===== src/rtl/auth_pkg.sv =====
// Shared types and constants for the player login stage: state encodings,
// the password table and the match helper.
package auth_pkg;

    typedef enum logic [2:0] {
        ST_IDLE      = 3'd0,
        ST_GET_PW    = 3'd1,
        ST_CHECK     = 3'd2,
        ST_LOGGED_IN = 3'd3,
        ST_LOCKED    = 3'd4
    } auth_state_e;

    localparam int DIGITS = 4;

    localparam logic [15:0] PW_TABLE [16] = '{
        1: 16'h1234,
        2: 16'h0000,
        3: 16'h9876,
        default: 16'h0000
    };

    localparam bit PW_VALID [16] = '{
        1: 1'b1,
        2: 1'b1,
        3: 1'b1,
        default: 1'b0
    };

    function automatic logic pw_match(input logic [3:0] id, input logic [15:0] pw);
        return PW_VALID[id] && (PW_TABLE[id] == pw);
    endfunction

endpackage


===== src/rtl/auth_lock_timer.sv =====
// Lockout countdown: after load, busy stays high for exactly LOCK_CYCLES
// cycles and done marks the last of them.
module auth_lock_timer #(
    parameter int LOCK_CYCLES = 150000000
) (
    input  logic clk,
    input  logic rst_n,
    input  logic load,
    output logic busy,
    output logic done
);

    localparam int CW = (LOCK_CYCLES > 1) ? $clog2(LOCK_CYCLES) : 1;

    logic [CW-1:0] count_q, count_d;
    logic          run_q, run_d;

    always_comb begin
        count_d = count_q;
        run_d   = run_q;
        if (load) begin
            count_d = CW'(LOCK_CYCLES - 1);
            run_d   = 1'b1;
        end else if (run_q) begin
            if (count_q == '0) begin
                run_d = 1'b0;
            end else begin
                count_d = count_q - 1'b1;
            end
        end
    end

    always_ff @(posedge clk or negedge rst_n) begin
        if (!rst_n) begin
            count_q <= '0;
            run_q   <= 1'b0;
        end else begin
            count_q <= count_d;
            run_q   <= run_d;
        end
    end

    assign busy = run_q;
    assign done = run_q && (count_q == '0);

endmodule


===== src/rtl/auth_login.sv =====
// Player login FSM: ID nibble then four password digits, checked against
// auth_pkg::PW_TABLE. AUTH_LOCKOUT_EN enables the retry counter and lockout.
module auth_login
    import auth_pkg::*;
#(
    parameter int MAX_TRIES   = 3,
    parameter int LOCK_CYCLES = 150000000
) (
    input  logic       Clk,
    input  logic       Rst,
    input  logic [3:0] SwPass,
    input  logic       BtPass,
    input  logic       GameBusy,
    output logic       AuthLoggedIn,
    output logic [4:0] AuthPlayerID,
    output logic       AuthFail,
    output logic       AuthLocked,
    output logic [2:0] AuthState
);

    auth_state_e state_q, state_d;
    logic [3:0]  id_q, id_d;
    logic [15:0] pw_q, pw_d;
    logic [1:0]  cnt_q, cnt_d;
    logic        logged_q, logged_d;
    logic [4:0]  pid_q, pid_d;
    logic        fail_q, fail_d;

`ifdef AUTH_LOCKOUT_EN
    localparam int TW = $clog2(MAX_TRIES + 1);
    logic [TW-1:0] tries_q, tries_d;
    logic          lock_load, lock_busy, lock_done;

    auth_lock_timer #(.LOCK_CYCLES(LOCK_CYCLES)) u_lock_timer (
        .clk   (Clk),
        .rst_n (Rst),
        .load  (lock_load),
        .busy  (lock_busy),
        .done  (lock_done)
    );

    assign AuthLocked = lock_busy;
`else
    assign AuthLocked = 1'b0;
`endif

    always_comb begin
        state_d  = state_q;
        id_d     = id_q;
        pw_d     = pw_q;
        cnt_d    = cnt_q;
        logged_d = logged_q;
        pid_d    = pid_q;
        fail_d   = 1'b0;
`ifdef AUTH_LOCKOUT_EN
        tries_d   = tries_q;
        lock_load = 1'b0;
`endif
        case (state_q)
            ST_IDLE: begin
                if (BtPass && (SwPass != 4'd0)) begin
                    id_d    = SwPass;
                    cnt_d   = 2'd0;
                    pw_d    = 16'h0000;
                    state_d = ST_GET_PW;
                end
            end
            ST_GET_PW: begin
                if (BtPass) begin
                    pw_d  = {pw_q[11:0], SwPass};
                    cnt_d = cnt_q + 2'd1;
                    if (cnt_q == 2'(DIGITS - 1)) begin
                        state_d = ST_CHECK;
                    end
                end
            end
            ST_CHECK: begin
                if (pw_match(id_q, pw_q)) begin
                    state_d  = ST_LOGGED_IN;
                    logged_d = 1'b1;
                    pid_d    = {1'b0, id_q};
`ifdef AUTH_LOCKOUT_EN
                    tries_d  = '0;
`endif
                end else begin
                    fail_d  = 1'b1;
                    state_d = ST_IDLE;
`ifdef AUTH_LOCKOUT_EN
                    // Saturate so a misconfigured MAX_TRIES can never wrap to zero.
                    if (int'(tries_q) < MAX_TRIES) begin
                        tries_d = tries_q + 1'b1;
                    end
                    if (int'(tries_q) + 1 >= MAX_TRIES) begin
                        state_d   = ST_LOCKED;
                        lock_load = 1'b1;
                    end
`endif
                end
            end
            ST_LOGGED_IN: begin
                if (BtPass && !GameBusy) begin
                    state_d  = ST_IDLE;
                    logged_d = 1'b0;
                    pid_d    = 5'd0;
                end
            end
`ifdef AUTH_LOCKOUT_EN
            ST_LOCKED: begin
                if (lock_done) begin
                    state_d = ST_IDLE;
                    tries_d = '0;
                end
            end
`endif
            default: state_d = ST_IDLE;
        endcase
    end

    always_ff @(posedge Clk or negedge Rst) begin
        if (!Rst) begin
            state_q  <= ST_IDLE;
            id_q     <= 4'd0;
            pw_q     <= 16'h0000;
            cnt_q    <= 2'd0;
            logged_q <= 1'b0;
            pid_q    <= 5'd0;
            fail_q   <= 1'b0;
`ifdef AUTH_LOCKOUT_EN
            tries_q  <= '0;
`endif
        end else begin
            state_q  <= state_d;
            id_q     <= id_d;
            pw_q     <= pw_d;
            cnt_q    <= cnt_d;
            logged_q <= logged_d;
            pid_q    <= pid_d;
            fail_q   <= fail_d;
`ifdef AUTH_LOCKOUT_EN
            tries_q  <= tries_d;
`endif
        end
    end

    assign AuthLoggedIn = logged_q;
    assign AuthPlayerID = pid_q;
    assign AuthFail     = fail_q;
    assign AuthState    = state_q;

endmodule

===== config.mk =====
export PLATFORM = sky130hd
export DESIGN_NAME = auth_login
export DESIGN_NICKNAME = d
export VERILOG_FILES = /design/src/rtl/auth_pkg.sv /design/src/rtl/auth_lock_timer.sv /design/src/rtl/auth_login.sv
export SDC_FILE = /design/constraint.sdc
export NUM_CORES = 1
export LEC_CHECK = 0
export ABC_AREA = 1
export ABC_CLOCK_PERIOD_IN_PS = 2700
export CORE_ASPECT_RATIO = 2
export CORE_UTILIZATION = 55
export CTS_CLUSTER_SIZE = 24
export DETAILED_ROUTE_END_ITERATION = 16
export PLACE_DENSITY_LB_ADDON = 0.3
export SYNTH_ARGS = -nofsm -noshare
export SYNTH_HDL_FRONTEND = slang
export SYNTH_SLANG_ARGS = --single-unit

===== constraint.sdc =====
create_clock -name Clk -period 2.7 [get_ports Clk]
set_input_delay 0.405 -clock Clk [delete_from_list [all_inputs] [get_ports Clk]]
set_output_delay 0.405 -clock Clk [all_outputs]
set_load 0.01 [all_outputs]

# Word-level counts from Yosys, hierarchy flattened
# Memory sizes are Yosys's and may differ from the RTL's.
# Index checks and enable logic that the tools add are counted.
dict set report totals {
  ff_bits 32
  rom_bits 272
  input_bits 8
  output_inout_bits 11
  memories 2
}
# name depth word_bits read_ports rd_clocked_by_memory_dff wr line_no
set memory_table {}
lappend memory_table {{(no name shown)} 16 16 1 0 0 auth_pkg.sv:30} ;# return PW_VALID[id] && (PW_TABLE[id] == pw);
lappend memory_table {{(no name shown)} 16 1 1 0 0 auth_pkg.sv:30}
dict set report op_classes {
  n_addsub 1
  n_lt_le_gt_ge 1
  eq_ne 10
  mux 24
  bitwise 1
  reduce_logical 12
}
# operator count
set ops {}
lappend ops {{$mux 16} 4}
lappend ops {{$pmux 16 s2} 1}
lappend ops {{$eq 16x16->1} 1}
lappend ops {{$mux 3} 4}
lappend ops {{$pmux 3 s4} 1}
lappend ops {{$mux 5} 2}
lappend ops {{$ne 2x2->1 const B} 5}
lappend ops {{$pmux 5 s2} 1}
lappend ops {{$eq 3x2->1 const B} 2}
lappend ops {{$mux 1} 6}
lappend ops {{$mux 2} 3}
lappend ops {{$reduce_and 3->1} 2}
lappend ops {{$ge 5x5->1 const B} 1}
lappend ops {{$not 4->5} 1}
lappend ops {{$pmux 2 s2} 1}
lappend ops {{$reduce_and 4->1} 1}
lappend ops {{$reduce_bool 2->1} 2}
lappend ops {{$reduce_bool 4->1} 1}
lappend ops {{$eq 3x1->1 const B} 1}
lappend ops {{$logic_and 1x1->1} 3}
lappend ops {{$logic_not 3->1} 1}
lappend ops {{$add 2x1->2 const B} 1}
lappend ops {{$eq 2x2->1 const B} 1}
lappend ops {{$pmux 1 s2} 1}
lappend ops {{2 further kinds} 2}

# Depth between registers and ports, before layout
# Gate-level depths: netlist of run 1.
dict set report depth {
  depth_word 8
  mapped_depth 10
  ltp_nobuf 10
}

# Least setup slack after synthesis of run 1
# No wires, ideal clock.
dict set report synth_timing {
  path_type {input -> register}
  start {input port SwPass[0]}
  end {register pw_q[11]}
  setup_ns 0.082
  arrival_ns 1.169
  required_ns 2.618
  slack_ns 1.449
  path_stages 6
  path_buffers 1
  path_cell_list {inv_1 -> nand4_1 -> o21ai_2 -> inv_2 -> buf_2 -> o22ai_1}
}
dict set report synth_via {
  elab_chain_cells 4
}
# element line_no
set synth_lines {}
lappend synth_lines {{start: declaration} auth_login.sv:11} ;# input logic [3:0] SwPass,
lappend synth_lines {{$reduce_bool 4->1} auth_login.sv:61} ;# if (BtPass && (SwPass != 4'd0)) begin
lappend synth_lines {{$logic_and 1x1->1} auth_login.sv:61}
lappend synth_lines {{$ne 2x2->1 (no source line)} -}
lappend synth_lines {{$reduce_and 3->1 (no source line)} -}
lappend synth_lines {{end signal: assignment} auth_login.sv:134} ;# pw_q <= pw_d;
lappend synth_lines {{end: declaration} auth_login.sv:23} ;# logic [15:0] pw_q, pw_d;
# No other way between the ends.
# A chain may end at the register's enable or synchronous reset.

# Worst setup path in the final report of run 1
dict set report layout_timing {
  start {register state_q[0], in the netlist AuthState[0]}
  end {output port AuthState[0]}
}
# element line_no
set layout_lines {}
lappend layout_lines {{start: declaration} auth_login.sv:21} ;# auth_state_e state_q, state_d;
lappend layout_lines {{start signal: assignment} auth_login.sv:132} ;# state_q <= state_d;
lappend layout_lines {{end: declaration} auth_login.sv:18} ;# output logic [2:0] AuthState
# No word-level cell between the ends.

==> impl_metrics.csv, run 1 <==
group,metric,value,unit
clocking,cts_tree,"built",
synthesis,synth_cells,173,
finish,drive_gt1_share,10.4,%
drt,drt_iter0_markers,34,
pwr,leakagePower,0.845,nW
clocking,htreeDepth,2,
drt,antenna_left,0,
sta,slew_viol_final,0,
drt,drc,0,
clocking,cts_buffers,5,
place,place_congestion,0.829,
synthesis,synthAdderAreaFrac,0.862,%
synthesis,synthTopCellsByArea,"dfrtp_1, nand2_1, inv_1",
floorplanning,ioPinCount,19,
clocking,post_cts_resize_count,0,
pwr,vdd_drop_max,0.648,mV
global_routing,overflow,0,
clocking,clockRootBuffer,"clkbuf_8",
place,dpl.hpwl,2190,µm
place,port_buffers,15,
worst_setup_path,worstSetupEndpointType,"output pin",
sta,finalCritPeriodShare,65.1,%
clocking,cts_sinks,30,
sta,finClkSkew,8.46,ps
sta,rsz0062_at_grt,"no",
finish,area_growth,16.6,%
finish,regArea,751,µm²
global_routing,grt_max_degree,31,
synthesis,synthMuxAreaShare,0,%
drt,wl_per_cell,12.7,µm
synthesis,synthXorXnorAreaFrac,0,%
clocking,ctsHoldBuffers,0,
synthesis,synth_compound_area_share,13.2,%
synthesis,syn_area,1450,µm²
clocking,cts_setup_buffers,0,
finish,nFillCells,229,
finish,utilization,66.7,%
synthesis,ys_ff_latch,30,
synthesis,syn_area_per_cell,8.39,µm²
finish,final_cell_mix,"nand2_1, dfrtp_1, inv_1",
status,status,"finished, final reports clean",
global_routing,grt_usage,24.3,%
floorplanning,fp.dieW,38.3,µm
synthesis,synthSimpleGateAreaFrac,23.0,%
drt,first_pass_iters,4,
clocking,clk_path_buf_depth,2,
min_path,hold_class,"flip-flop to flip-flop",
clocking,path_clk_slew,60,ps
worst_setup_path,cp_data_arrival_time,1350,ps
worst_setup_path,cp_slowest_cell,"clkdlybuf4s50_1",
flow_run,max_cap_viol_count,0,
worst_setup_path,crit_buf_inv,1,
worst_setup_path,critPathKind,"flip-flop to output pin",
drt,vias_per_cell,5.24,
synthesis,ys_warn_count,0,
worst_setup_path,critical_path.top_delay_family,"buffers and inverters",
worst_setup_path,cpPeakStageDelay,590,ps
finish,diodes,0,
worst_setup_path,required,2300,ps
finish,multi_input_area,549,µm²
worst_setup_path,worst_setup_path_start_kind,"flip-flop",
finish,final_common_cell,"nand2_1",
synthesis,synthDistinctLibCells,25,
synthesis,seq_area_frac_synth,51.7,%
global_routing,first_global_vias,1141,
synthesis,synth_top_family_by_area,"simple AND/OR/NAND/NOR gates",
drt,vias,1158,
floorplanning,core,2540,µm²
floorplanning,initial_core_util,57.2,%
sta,period_minus_slack,1760,ps
global_routing,antenna_found_initial,0,
pwr,power_density,1090,nW/µm²
worst_setup_path,cp_max_fo,8,
sta,setup_violations,0,
sta,tns,0,ps
floorplanning,die-area,2860,µm²
worst_setup_path,path_cells,"clkdlybuf4s50_1",
synthesis,synth_area_leader_cell,"dfrtp_1",
finish,fin_nets,202,
global_routing,grt_pass1_wl,4820,µm
sta,fmax,569,MHz
sta,hold_viol,0,
synthesis,synth_top_cell_area_share,51.7,%
floorplanning,die_h,74.7,µm
floorplanning,fp-row-count,26,
drt,routed_wl,2810,µm
clocking,clk_latency,280,ps
## metrics by stage
stage | power [mW] | area [µm²] | setup slack, ps | hold slack, ps | std cells
floorplan | 1.30 | 1460 | 1450 | 109 | 175
global placement | 1.50 | 1620 | 879 | 467 | 214
detailed placement | 1.53 | 1620 | 838 | 476 | 214
CTS | 1.86 | 1690 | 942 | 491 | 221
global route | 2.01 | 1690 | 885 | 520 | 221
finish | 1.85 | 1690 | 942 | 480 | 221
## Yosys cell counts
library cell,number
dfrtp_1,30
buf_2,1
nand2_1,37
or2_2,1
conb_1,1
nand4_1,3
inv_1,30
buf_4,4
nor2_2,3
inv_2,3
o21ai_2,2
ha_1,1
nor2_4,1
nor2_1,16
a21oi_1,2
o22ai_1,16
nand4_4,1
nor3_1,1
nand3_1,6
nand2_4,1
a21boi_0,1
o21bai_1,1
o21ai_0,8
nand2_2,2
a22o_1,1
## cell type report
| cell class | instances | area share, % |
|---|---|---|
| Timing Repair Buffer | 16 | 9.31 |
| Clock buffer | 7 | 4.51 |
| Inverter | 33 | 7.32 |
| Multi-Input combinational cell | 107 | 32.4 |
| Tap cell | 28 | 2.07 |
| Sequential cell | 30 | 44.3 |
## power breakdown
| part | total, mW | internal (mW) | switching (mW) |
|---|---|---|---|
| Clock | 0.322 | 0.176 | 0.146 |
| Sequential | 0.760 | 0.625 | 0.135 |
| Combinational | 0.766 | 0.301 | 0.466 |
| Total | 1.85 | 1.10 | 0.746 |
## layer usage
| metal | share of wire, % | vias to the layer above | GRT usage, % |
|---|---|---|---|
| met2 | 57 | 20 | 44.4 |
| met3 | 2.5 | 6 | 5.31 |
| met1 | 39 | 547 | 25.7 |
| met5 | 0 | - | 0 |
| li1 | - | 585 | - |
| met4 | 2.0 | 0 | 9.52 |
## cell families (layout without fill, tap and decap cells)
logic type	count (synthesis)	in the layout
adders and majority gates	1	1
other	1	3
AOI/OAI and AO/OA	31	31
buffers and inverters	38	56
DFF	30	30
and+or+nand+nor	72	72
## worst reg2reg max path, cell delays in order, from the launching register on
cell and delay, ps:
dfrtp_1 400, inv_1 70, nand2_1 50, nor2_2 180, nand3_1 130, nand2_2 120
nand4_4 150, nand2_4 110, nand2_1 50, nand2_1 50
## registers in the layout, summed over array words and instances, names as in the netlist
register	cells
AuthLoggedIn	1
AuthState	2
id_q	4
AuthFail	1
AuthPlayerID	4
pw_q	16
cnt_q	2
## path summary, 6_finish.rpt
kind | from | endpoint | slack, ps | depth (start not counted)
max | AuthState[0] | AuthState[0] | 940 | 1
min | AuthLoggedIn | AuthLoggedIn | 480 | 2
max reg2reg | id_q[2] | AuthPlayerID[0] | 1320 | 9
min reg2reg | AuthLoggedIn | AuthLoggedIn | 480 | 2
max in group asynchronous | Rst | cnt_q[1] | 1910 | 2
min in group asynchronous | Rst | id_q[0] | 510 | 2
No activity file was read; power rests on OpenSTA's default activity.
==> run 2, diff against run 1 <==
--- a/config.mk
+++ b/config.mk
@@ -6,9 +6,9 @@
 export NUM_CORES = 1
 export LEC_CHECK = 0
 export ABC_AREA = 1
-export ABC_CLOCK_PERIOD_IN_PS = 2700
+export ABC_CLOCK_PERIOD_IN_PS = 1700
 export CORE_ASPECT_RATIO = 2
-export CORE_UTILIZATION = 55
+export CORE_UTILIZATION = 53
 export CTS_CLUSTER_SIZE = 24
 export DETAILED_ROUTE_END_ITERATION = 16
 export PLACE_DENSITY_LB_ADDON = 0.3
==> constraint.sdc (replaced) <==
create_clock -name Clk -period 1.7 [get_ports Clk]
set_input_delay 0.255 -clock Clk [delete_from_list [all_inputs] [get_ports Clk]]
set_output_delay 0.255 -clock Clk [all_outputs]
set_load 0.01 [all_outputs]
==> run 2 against run 1 <==
Compared with the run above:
- sequential power up 58%
- clock skew up 5.7 ps
- worst hold slack worse by 130 ps
- critical path type unchanged
- worst setup slack got worse by 850 ps
- die area up 3.6%
==> impl_metrics.csv, run 2 (synthesized netlist as in run 1, its figures left out) <==
group,metric,value,unit
drt,routed_wl,2950,µm
sta,hold_viol,0,
clocking,clk_path_buf_depth,2,
status,status,"finished, final reports clean",
drt,wl_per_cell,13.1,µm
finish,fin_nets,205,
global_routing,grt_pass1_wl,4770,µm
drt,drt_iter0_markers,44,
flow_run,max_cap_viol_count,0,
floorplanning,ioPinCount,19,
clocking,cts_setup_buffers,0,
finish,utilization,67.3,%
floorplanning,die-area,2960,µm²
finish,diodes,0,
worst_setup_path,cp_max_fo,8,
sta,finClkSkew,14.2,ps
clocking,htreeDepth,2,
drt,drc,0,
sta,rsz0062_at_grt,"no",
worst_setup_path,required,1440,ps
floorplanning,initial_core_util,56.5,%
clocking,cts_tree,"built",
worst_setup_path,cp_data_arrival_time,1350,ps
sta,setup_violations,0,
floorplanning,core,2570,µm²
drt,antenna_left,0,
sta,tns,0,ps
finish,top_register,"pw_q",
worst_setup_path,worst_setup_path_start_kind,"flip-flop",
clocking,cts_sinks,30,
clocking,path_clk_slew,70,ps
min_path,hold_class,"input port to async pin",
clocking,cts_buffers,5,
worst_setup_path,crit_buf_inv,1,
sta,slew_viol_final,0,
place,place_congestion,0.821,
global_routing,overflow,0,
global_routing,grt_usage,23.4,%
finish,drive_gt1_share,12.7,%
drt,vias_per_cell,5.35,
finish,final_cell_mix,"nand2_1, dfrtp_1, inv_1",
sta,finalCritPeriodShare,94.5,%
worst_setup_path,worstSetupEndpointType,"output pin",
floorplanning,fp-row-count,26,
drt,first_pass_iters,4,
global_routing,grt_max_degree,31,
worst_setup_path,critPathKind,"flip-flop to output pin",
place,port_buffers,15,
floorplanning,die_h,76.0,µm
worst_setup_path,critical_path.top_delay_family,"buffers and inverters",
pwr,power_density,1740,nW/µm²
clocking,clk_latency,290,ps
clocking,ctsHoldBuffers,0,
pwr,vdd_drop_max,1.07,mV
clocking,clockRootBuffer,"clkbuf_8",
finish,final_cell_count_no_fill,225,
worst_setup_path,cpPeakStageDelay,590,ps
finish,area_growth,19.2,%
finish,largest_register_ffs,16,
floorplanning,fp.dieW,39.0,µm
place,dpl.hpwl,2240,µm
global_routing,antenna_found_initial,0,
sta,period_minus_slack,1610,ps
worst_setup_path,path_cells,"clkdlybuf4s50_1",
finish,final_common_cell,"nand2_1",
sta,fmax,622,MHz
place,dp.cells,217,
clocking,post_cts_resize_count,0,
drt,vias,1204,
pwr,leakagePower,0.869,nW
worst_setup_path,cp_slowest_cell,"clkdlybuf4s50_1",
global_routing,first_global_vias,1162,
-- run 2: changes by cell type in the layout (fill, tap and decap cells not counted), sizes merged --
cell / delta
buf: +3
clkinv: +1
-- run 2: area by class of cell --
| type | instances | area [µm²] |
|---|---|---|
| fill | 217 | 840 |
| inverter | 33 | 124 |
| timing repair buffer | 19 | 180 |
| multi-input combinational | 107 | 549 |
| clock inverter | 1 | 5.00 |
| clock buffer | 7 | 86.3 |
| tap | 28 | 35.0 |
| sequential | 30 | 751 |
-- run 2: path summary, 6_finish.rpt --
path                       cells after the start         start  slack [ps]               to
min reg2reg                                    2  AuthLoggedIn         490     AuthLoggedIn
max                                            1  AuthState[0]          90     AuthState[0]
max in group asynchronous                      2           Rst        1050         cnt_q[1]
min                                            2           Rst         350          id_q[0]
min in group Clk                               2  AuthLoggedIn         490     AuthLoggedIn
max reg2reg                                    9       id_q[2]         290  AuthPlayerID[0]
-- run 2: per-stage QoR --
step	worst slack [ps]	power [mW]	hold WS [ps]	instance area [µm²]
6_report	93.4	3.02	354	1730
5_1_grt	32.6	3.25	397	1730
4_1_cts	87.7	3.03	368	1730
3_5_place_dp	8.66	2.45	474	1640
3_3_place_gp	56.9	2.40	470	1640
2_1_floorplan	454	2.06	-40.6	1460
-- run 2: where the power goes --
part	switching, mW	leakage (nW)	internal [mW]
combinational	0.740	0.426	0.493
sequential	0.213	0.395	0.992
clock	0.255	0.0482	0.326
total	1.21	0.869	1.81
-- run 2: per-layer routing --
| metal | GRT usage (%) | vias to the layer above | routed length (µm) |
|---|---|---|---|
| met5 | 0 | - | 0 |
| met4 | 12.1 | 0 | 86 |
| met3 | 6.41 | 9 | 153 |
| met2 | 39.8 | 48 | 1680 |
| met1 | 23.8 | 557 | 1030 |
| li1 | - | 590 | - |
==> run 3, diff against run 2 <==
--- a/config.mk
+++ b/config.mk
@@ -7,11 +7,12 @@
 export LEC_CHECK = 0
 export ABC_AREA = 1
 export ABC_CLOCK_PERIOD_IN_PS = 1700
-export CORE_ASPECT_RATIO = 2
-export CORE_UTILIZATION = 53
+export CORE_ASPECT_RATIO = 0.75
+export CORE_UTILIZATION = 52
 export CTS_CLUSTER_SIZE = 24
 export DETAILED_ROUTE_END_ITERATION = 16
 export PLACE_DENSITY_LB_ADDON = 0.3
 export SYNTH_ARGS = -nofsm -noshare
 export SYNTH_HDL_FRONTEND = slang
 export SYNTH_SLANG_ARGS = --single-unit
+export TNS_END_PERCENT = 20
==> run 3 against run 2 <==
Compared with the run above:
- die area increased by 1.5%
- routed wire length increased by 9.0%
- sequential share of layout area decreased by 1.8 points
- flip-flop and latch count unchanged
- worst hold slack got worse by 12 ps
- clock-buffer cell count decreased by 1
- largest cell class unchanged
- critical path type unchanged
- clock power increased by 57%
==> impl_metrics.csv, run 3 (synthesized netlist as in run 1, its figures left out) <==
group,metric,value,unit
status,status,"finished, final reports clean",
clocking,cts_sinks,30,
finish,diodes,0,
worst_setup_path,timing.rr.start,"AuthState[1]",
place,dpl.hpwl,2270,µm
pwr,leakagePower,0.902,nW
place,port_buffers,15,
min_path,hold_class,"input port to async pin",
pwr,finalPower,3.38,mW
worst_setup_path,required,1440,ps
floorplanning,fp.dieW,63.0,µm
sta,fmax,613,MHz
worst_setup_path,critPathKind,"flip-flop to output pin",
global_routing,overflow,0,
clocking,ctsHoldBuffers,0,
drt,first_pass_iters,4,
finish,fin_nets,207,
place,place_ws,47.7,ps
pwr,clockPowerShare,26.9,%
finish,final_common_cell,"nand2_1",
finish,area_growth,24.5,%
drt,antenna_left,0,
worst_setup_path,path_cells,"clkdlybuf4s50_1",
worst_setup_path,cp_max_fo,8,
worst_setup_path,worst_setup_path_start_kind,"flip-flop",
clocking,cts_buffers,5,
worst_setup_path,cp_slowest_cell,"clkdlybuf4s50_1",
global_routing,grt_max_degree,31,
drt,drt_iter0_markers,54,
clocking,htreeDepth,2,
sta,slew_viol_final,0,
sta,hold_viol,0,
drt,drc,0,
pwr,p_comb_share,37.1,%
sta,tns,0,ps
worst_setup_path,cp_data_arrival_time,1380,ps
floorplanning,core,2620,µm²
finish,drive_gt1_share,14.1,%
pwr,switching_share,37.7,%
worst_setup_path,crit_buf_inv,1,
sta,finalCritPeriodShare,95.9,%
clocking,cts_setup_buffers,0,
global_routing,grt_usage,23.8,%
pwr,p_int,2.11,mW
place,place_congestion,0.871,
clocking,clk_latency,290,ps
pwr,p_switching,1.27,mW
floorplanning,ioPinCount,19,
clocking,cts_tree,"built",
finish,top_register,"pw_q",
drt,vias_per_cell,5.13,
floorplanning,fp-row-count,16,
flow_run,max_cap_viol_count,0,
finish,final_cell_mix,"nand2_1, dfrtp_1, inv_1",
clocking,clk_path_buf_depth,2,
clocking,post_cts_resize_count,0,
sta,rsz0062_at_grt,"no",
pwr,power_density,1870,nW/µm²
worst_setup_path,cpPeakStageDelay,590,ps
worst_setup_path,critical_path.top_delay_family,"buffers and inverters",
floorplanning,die-area,3010,µm²
clocking,path_clk_slew,70,ps
pwr,vdd_drop_max,0.848,mV
finish,nFillCells,210,
global_routing,first_global_vias,1081,
pwr,seqPwrFrac,35.9,%
floorplanning,die_h,47.8,µm
clocking,clockRootBuffer,"clkbuf_8",
sta,period_minus_slack,1630,ps
global_routing,antenna_found_initial,0,
floorplanning,initial_core_util,55.3,%
finish,largest_register_ffs,16,
worst_setup_path,startpoint,"AuthState[0]",
sta,finClkSkew,7.30,ps
drt,vias,1205,
drt,routed_wl,3210,µm
global_routing,grt_pass1_wl,5000,µm
sta,setup_violations,0,
drt,wl_per_cell,13.7,µm
sta,layout_setup_ws,69.2,ps
worst_setup_path,worstSetupEndpointType,"output pin",
## run 3: changes by cell type in the layout (fill, tap and decap cells not counted), sizes merged
cell | before | now
bufinv | 0 | 2
clkinv | 1 | 0
buf | 4 | 6
clkbuf | 7 | 6
## run 3: cell type report
| type | instances | area, µm² | area share [%] |
|---|---|---|---|
| Tap cell | 36 | 45.0 | 2.49 |
| Inverter | 33 | 124 | 6.86 |
| Clock inverter | 2 | 60.1 | 3.32 |
| Multi-Input combinational cell | 107 | 549 | 30.4 |
| Sequential cell | 30 | 751 | 41.6 |
| Timing Repair Buffer | 21 | 195 | 10.8 |
| Clock buffer | 6 | 82.6 | 4.57 |
## run 3: power by group through the flow
stage / logic (mW) / clock network (mW) / registers, mW
6_report: 1.26 / 0.911 / 1.22
5_1_grt: 1.41 / 0.953 / 1.25
4_1_cts: 1.25 / 0.908 / 1.21
3_5_place_dp: 1.24 / 0 / 1.22
3_3_place_gp: 1.19 / 0 / 1.19
2_1_floorplan: 0.862 / 0 / 1.20
## run 3: final timing paths
path / cells past startpoint / slack (ps) / to
setup reg to reg: 5 / 300 / pw_q[4]
setup / recovery: 1 / 70 / AuthState[0]
hold reg to reg: 2 / 490 / AuthPlayerID[2]
hold / removal: 2 / 340 / AuthState[1]
max in group asynchronous: 2 / 1080 / id_q[3]
min in group Clk: 2 / 490 / AuthPlayerID[2]
## run 3: layer usage
metal	vias to the layer above	global-route usage (%)	wire length [µm]
li1	596	-	-
met1	565	31.1	1540
met2	40	37.0	1470
met3	4	9.29	177
met4	0	8.37	28
met5	-	0	0
## run 3: per-stage QoR
stage / cells / area [µm²] / utilization [%] / hold WS, ps
floorplan: 175 / 1460 / - / -40.6
global placement: 227 / 1660 / 63.5 / 466
detailed placement: 227 / 1660 / 63.5 / 479
CTS: 235 / 1810 / 68.9 / 370
global route: 235 / 1810 / 68.9 / 397
finish: 235 / 1810 / 68.9 / 343
